==> config.mk <==
export PLATFORM = sky130hd
export DESIGN_NAME = maze_game_ctrl
export DESIGN_NICKNAME = d
export VERILOG_FILES = /design/src/rtl/maze_game_ctrl.sv
export SDC_FILE = /design/constraint.sdc
export NUM_CORES = 1
export LEC_CHECK = 0
export CORE_ASPECT_RATIO = 0.75
export CORE_MARGIN = 5
export CORE_UTILIZATION = 61
export CTS_CLUSTER_DIAMETER = 40
export DETAILED_ROUTE_END_ITERATION = 16
export PLACE_DENSITY_LB_ADDON = 0.08
export SYNTH_ARGS = -nofsm -noshare
export SYNTH_HDL_FRONTEND = slang
export SYNTH_SLANG_ARGS = --single-unit
export TNS_END_PERCENT = 1
==> constraint.sdc <==
create_clock -name clk -period 13.3 [get_ports clk]
set_clock_uncertainty 0.2 [all_clocks]
set_input_delay 1.995 -clock clk [delete_from_list [all_inputs] [get_ports clk]]
set_output_delay 1.995 -clock clk [all_outputs]
set_load 0.02 [all_outputs]
==> src/rtl/maze_game_ctrl.sv <==
// Tilt-maze game sequencer: owns the ball position, applies per-frame tilt motion
// gated by collision stops, and runs the IDLE/PLAY/WIN/LOSE flow with timer and goal.
module maze_game_ctrl #(
  parameter int unsigned START_X        = 40,
  parameter int unsigned START_Y        = 0,
  parameter int unsigned X_MAX          = 620,
  parameter int unsigned Y_MAX          = 460,
  parameter int unsigned GOAL_X0        = 576,
  parameter int unsigned GOAL_X1        = 589,
  parameter int unsigned GOAL_Y0        = 451,
  parameter int unsigned GOAL_Y1        = 499,
  parameter int unsigned DEADZONE       = 8,
  parameter int unsigned FAST_THRESH    = 64,
  parameter int unsigned FRAMES_PER_SEC = 60,
  parameter int unsigned TIME_LIMIT     = 99,
  parameter int unsigned HOLD_FRAMES    = 120
) (
  input  logic        clk,
  input  logic        rst,
  input  logic        frame_tick,
  input  logic        start,
  input  logic [9:0]  x_tilt,
  input  logic [9:0]  y_tilt,
  input  logic        stop_left,
  input  logic        stop_right,
  input  logic        stop_up,
  input  logic        stop_down,
  output logic [10:0] x_ball,
  output logic [10:0] y_ball,
  output logic [1:0]  state,
  output logic [7:0]  seconds,
  output logic        win,
  output logic        lose
);

  typedef enum logic [1:0] {
    S_IDLE = 2'd0,
    S_PLAY = 2'd1,
    S_WIN  = 2'd2,
    S_LOSE = 2'd3
  } state_t;

  state_t      state_q, state_d;
  logic [10:0] x_q, x_d, y_q, y_d;
  logic [7:0]  sec_q, sec_d;
  logic [15:0] frame_q, frame_d;
  logic [15:0] hold_q, hold_d;
  logic        win_q, win_d, lose_q, lose_d;

  logic [10:0] x_next, y_next;
  logic [7:0]  sec_inc;
  logic        in_goal;

  // -512 maps to 512 because the result stays 10 bits wide
  function automatic logic [9:0] tilt_mag(input logic [9:0] v);
    return v[9] ? (~v + 10'd1) : v;
  endfunction

  function automatic logic [1:0] tilt_step(input logic [9:0] v);
    logic [9:0] m;
    m = tilt_mag(v);
    if (m <= 10'(DEADZONE))         return 2'd0;
    else if (m <= 10'(FAST_THRESH)) return 2'd1;
    else                            return 2'd2;
  endfunction

  function automatic logic [10:0] axis_next(input logic [10:0] pos,
                                            input logic [9:0]  tilt,
                                            input logic        stop_neg,
                                            input logic        stop_pos,
                                            input logic [10:0] max_pos);
    logic [1:0]  step;
    logic [11:0] sum;
    step = tilt_step(tilt);
    if (tilt[9]) begin
      if (stop_neg) step = 2'd0;
      return (pos < 11'(step)) ? '0 : pos - 11'(step);
    end else begin
      if (stop_pos) step = 2'd0;
      sum = {1'b0, pos} + 12'(step);
      return (sum > {1'b0, max_pos}) ? max_pos : sum[10:0];
    end
  endfunction

  always_comb begin
    x_next  = axis_next(x_q, x_tilt, stop_left, stop_right, 11'(X_MAX));
    y_next  = axis_next(y_q, y_tilt, stop_up,   stop_down,  11'(Y_MAX));
    sec_inc = (sec_q == 8'hFF) ? 8'hFF : sec_q + 8'd1;
    in_goal = (x_q >= 11'(GOAL_X0)) && (x_q <= 11'(GOAL_X1)) &&
              (y_q >= 11'(GOAL_Y0)) && (y_q <= 11'(GOAL_Y1));

    state_d = state_q;
    x_d     = x_q;
    y_d     = y_q;
    sec_d   = sec_q;
    frame_d = frame_q;
    hold_d  = hold_q;

    unique case (state_q)
      S_IDLE: begin
        x_d = 11'(START_X);
        y_d = 11'(START_Y);
        if (start) begin
          state_d = S_PLAY;
          sec_d   = '0;
          frame_d = '0;
          hold_d  = '0;
        end
      end
      S_PLAY: begin
        if (start) begin
          x_d     = 11'(START_X);
          y_d     = 11'(START_Y);
          sec_d   = '0;
          frame_d = '0;
        end else if (frame_tick) begin
          // goal is judged on the pre-move position and wins over timeout
          if (in_goal) begin
            state_d = S_WIN;
            hold_d  = '0;
          end else begin
            x_d = x_next;
            y_d = y_next;
            if (frame_q == 16'(FRAMES_PER_SEC - 1)) begin
              frame_d = '0;
              sec_d   = sec_inc;
              if (sec_inc == 8'(TIME_LIMIT)) begin
                state_d = S_LOSE;
                hold_d  = '0;
              end
            end else begin
              frame_d = frame_q + 16'd1;
            end
          end
        end
      end
      S_WIN, S_LOSE: begin
        if (start) begin
          state_d = S_PLAY;
          x_d     = 11'(START_X);
          y_d     = 11'(START_Y);
          sec_d   = '0;
          frame_d = '0;
          hold_d  = '0;
        end else if (frame_tick) begin
          if (hold_q == 16'(HOLD_FRAMES - 1)) begin
            state_d = S_IDLE;
            x_d     = 11'(START_X);
            y_d     = 11'(START_Y);
            hold_d  = '0;
          end else begin
            hold_d = hold_q + 16'd1;
          end
        end
      end
    endcase

    win_d  = (state_d == S_WIN);
    lose_d = (state_d == S_LOSE);
  end

  always_ff @(posedge clk) begin
    if (rst) begin
      state_q <= S_IDLE;
      x_q     <= 11'(START_X);
      y_q     <= 11'(START_Y);
      sec_q   <= '0;
      frame_q <= '0;
      hold_q  <= '0;
      win_q   <= 1'b0;
      lose_q  <= 1'b0;
    end else begin
      state_q <= state_d;
      x_q     <= x_d;
      y_q     <= y_d;
      sec_q   <= sec_d;
      frame_q <= frame_d;
      hold_q  <= hold_d;
      win_q   <= win_d;
      lose_q  <= lose_d;
    end
  end

  assign x_ball  = x_q;
  assign y_ball  = y_q;
  assign state   = state_q;
  assign seconds = sec_q;
  assign win     = win_q;
  assign lose    = lose_q;

endmodule

==> impl_metrics.csv <==
group,metric,value,unit
run_status,outcome,"complete, no violations",
global_routing,grt_max_degree,34,
critical_path,critPathTopFamily,"compound AO/OA/AOI/OAI gates",
die,core_area,8020,um^2
logic_synthesis,synthArstFlopShare,0,%
logic_synthesis,yosysWarnings,0,
critical_path,r2r_cells,7,
clocking,cts_buffers,9,
timing,final_max_slew_viol_count,0,
timing,worst_pin_slew,1.20,ns
critical_path,crit_type,"in2reg",
clocking,htreeDepth,3,
route,route.antenna.remaining_nets,0,
die,rows,28,
place,io_buffers,61,
route,vias,5433,
route,first_pass_iters,5,
global_routing,grt_pass1_wl,24.4,mm
logic_synthesis,ys_ff_latch,66,
min_path,hold_end,"frame_q[15]",
critical_path,startpoint,"x_tilt[0]",
min_path,hp-start,"frame_q[15]",
timing,period_needed,6.67,ns
clocking,clock_path_buffers,2,
power_and_ir_drop,power,469,uW
global_routing,antenna_found_initial,0,
timing,fmax,150,MHz
timing,final.setup.tns,0,ns
critical_path,worst_ep_arrival_time,6.73,ns
finish,drive_gt1_share,6.07,%
timing,hold_viol_final,0,
clocking,cts_tree,"built",
power_and_ir_drop,netSwitchingPower,134,uW
logic_synthesis,avgSynthCellArea,7.49,um^2
route,drc,0,
power_and_ir_drop,leakage,2.03,nW
global_routing,grt_usage,29.0,%
die,dieArea,10300,um^2
power_and_ir_drop,power_density,78.9,nW/um^2
power_and_ir_drop,ir_worst_vdd,0.0787,mV
finish,layout_common_cells,"nor2_1 (73), dfxtp_1 (66), clkdlybuf4s50_1 (61)",
route,wl,14.4,mm
logic_synthesis,netlist_area,5110,um^2
power_and_ir_drop,intPower,335,uW
min_path,hp-class,"reg2reg",
logic_synthesis,synth-edff-count,0,
critical_path,critPathMaxFanout,8,
critical_path,slowest_delay,0.50,ns
logic_synthesis,synth_top_cell_by_area,"dfxtp_1",
clocking,cts.sinks,66,
timing,max_slew_margin,19.2,%
power_and_ir_drop,clock_power_share,41.8,%
power_and_ir_drop,p_sw_share,28.6,%
global_routing,overflow,0,
power_and_ir_drop,combPwrFrac,14.7,%
global_routing,grt_pass1_vias,5178,
critical_path,r2r_setup_slack,9.66,ns
logic_synthesis,ys.flop_type,"dfxtp_1",
logic_synthesis,synth_cells,682,
clocking,hold_buffers,0,
die,fp.dieH,89.2,um
place,place.gp.congestion,0.911,
clocking,post_cts_buffers,0,
critical_path,rr_startpoint,"state[0]",
finish,n_antenna_cell,0,
power_and_ir_drop,power_frac_seq,43.5,%
route,viasPerCell,6.55,
logic_synthesis,yosysUniqueCellTypes,83,
logic_synthesis,synth_fp_nets,727,
clocking,clk_latency,0.36,ns
die,io_pins,62,
min_path,holdPathStages,2,
critical_path,cp-end-kind,"flop",
logic_synthesis,synth.area.top_cells,"dfxtp_1 (26%), nor2_1 (5.4%), a21oi_1 (4.4%)",
finish,area_growth,16.4,%
place,dp_hpwl,10.3,mm
route,drt_iter0_drc,609,
critical_path,crit_path_frequent_cell,"o21ai_0",
logic_synthesis,synth_top_area_share,25.9,%
finish,fin_nets,765,
route,wl_per_cell,17.3,um
clocking,cts_resized,0,
critical_path,path_cells,"clkdlybuf4s50_1 -> inv_1 -> ha_1 -> or3b_2 -> nor2_1 -> a21bo_2 -> a32oi_1 -> o21ai_0 -> o311ai_0 -> nor2_1 -> ha_1 -> fa_1 -> o21ai_0 -> o21ai_0 -> a211oi_1 -> nor4b_2 -> nor4_4 -> nand4_1 -> a21o_1",
clocking,clk_pin_slew,0.09,ns
critical_path,critPathRequiredTime,13.36,ns
die,start_util,63.7,%
critical_path,path_buf_inv,2,
critical_path,r2r_end,"x_ball[1]",
logic_synthesis,synth_seq_area_share,25.9,%
clocking,cts_root_buffer,"clkbuf_8",
run,drv_cap,0,
timing,fin_crit_sh,50.2,%
timing,grt_setup_unrepaired,"false",
finish,mostFrequentLayoutCell,"nor2_1",
die,die_w,116,um
critical_path,cp_slowest_cell,"or3b_2",
critical_path,start_kind,"input pin",
timing,setup_viol,0,
-- power groups by stage --
stage,Sequential (mW),Combinational (mW),Clock [mW]
after floorplan,0.207,0.0441,0
after global placement,0.208,0.0650,0
after detailed placement,0.208,0.0677,0
after CTS,0.204,0.0680,0.199
after global routing,0.204,0.0760,0.208
final,0.204,0.0690,0.196
-- metrics by stage --
| step | worst slack [ns] | instances | utilization, % | hold WS (ns) | cell area, um^2 |
|---|---|---|---|---|---|
| global route | 6.12 | 830 | 74.1 | 0.317 | 5940 |
| floorplan | 7.36 | 682 | - | 0.257 | 5110 |
| finish | 6.63 | 830 | 74.1 | 0.303 | 5940 |
| CTS | 6.67 | 830 | 74.1 | 0.300 | 5940 |
| detailed placement | 6.33 | 814 | 71.3 | 0.288 | 5720 |
| global placement | 6.64 | 814 | 71.3 | 0.274 | 5720 |
-- cell families after synthesis --
logic type | after synthesis | share of synthesized area, %
DFF | 66 | 25.9
buffers and inverters | 62 | 4.97
xor gates and xnor gates | 34 | 5.83
AOI/OAI and AO/OA | 183 | 24.0
and+or+nand+nor | 313 | 33.2
adders and majority gates | 17 | 4.75
muxes | 7 | 1.37
-- state kept, by name (all words and copies together), names as in the netlist --
| register | cells |
|---|---|
| state | 2 |
| lose | 1 |
| seconds | 8 |
| x_ball | 11 |
| hold_q | 16 |
| frame_q | 16 |
| win | 1 |
| y_ball | 11 |
-- per-layer routing --
metal  routed length [um]  GRT usage (%)  vias to the layer above  share of wire (%)
li1                     -              -                     2618                  -
met1                 6320           39.5                     2502                 44
met2                 6450           46.5                      281                 45
met3                 1370           6.90                       32                9.5
met4                  218           8.01                        0                1.5
met5                    0              0                        -                  0
-- cells in the mapped netlist, drive strengths merged (15+ instances only) --
cell type and n:
inv 25, xnor2 15, buf 16, xor2 19, o21ai 48, nor3 25
a21oi 47, clkbuf 21, and3 18, nand3 31, or3 21, nand2 56
nor2 73, dfxtp 66, nand4 18
-- tightest hold or removal path, delay by kind of cell, from the launching register on --
kind | cells | cell delay (ns)
AOI/OAI and AO/OA | 2 | 0.13
DFF | 1 | 0.33
-- final cells by class --
| cell class | instances | area [um^2] |
|---|---|---|
| inverter | 25 | 93.8 |
| fill | 626 | 2080 |
| multi-input combinational | 554 | 3540 |
| timing repair buffer | 64 | 633 |
| sequential | 66 | 1320 |
| tap | 105 | 131 |
| clock buffer | 9 | 124 |
| clock inverter | 7 | 101 |
-- worst max-delay path by stage --
stage | to | slack, ns | depth (start not counted)
2_1_floorplan | x_ball[2] | 7.36 | 18
3_3_place_gp | x_ball[2] | 6.64 | 17
3_5_place_dp | x_ball[3] | 6.33 | 19
4_1_cts | x_ball[3] | 6.67 | 19
5_1_grt | x_ball[7] | 6.12 | 19
6_report | x_ball[3] | 6.63 | 19
No activity file was read; power rests on OpenSTA's default activity.
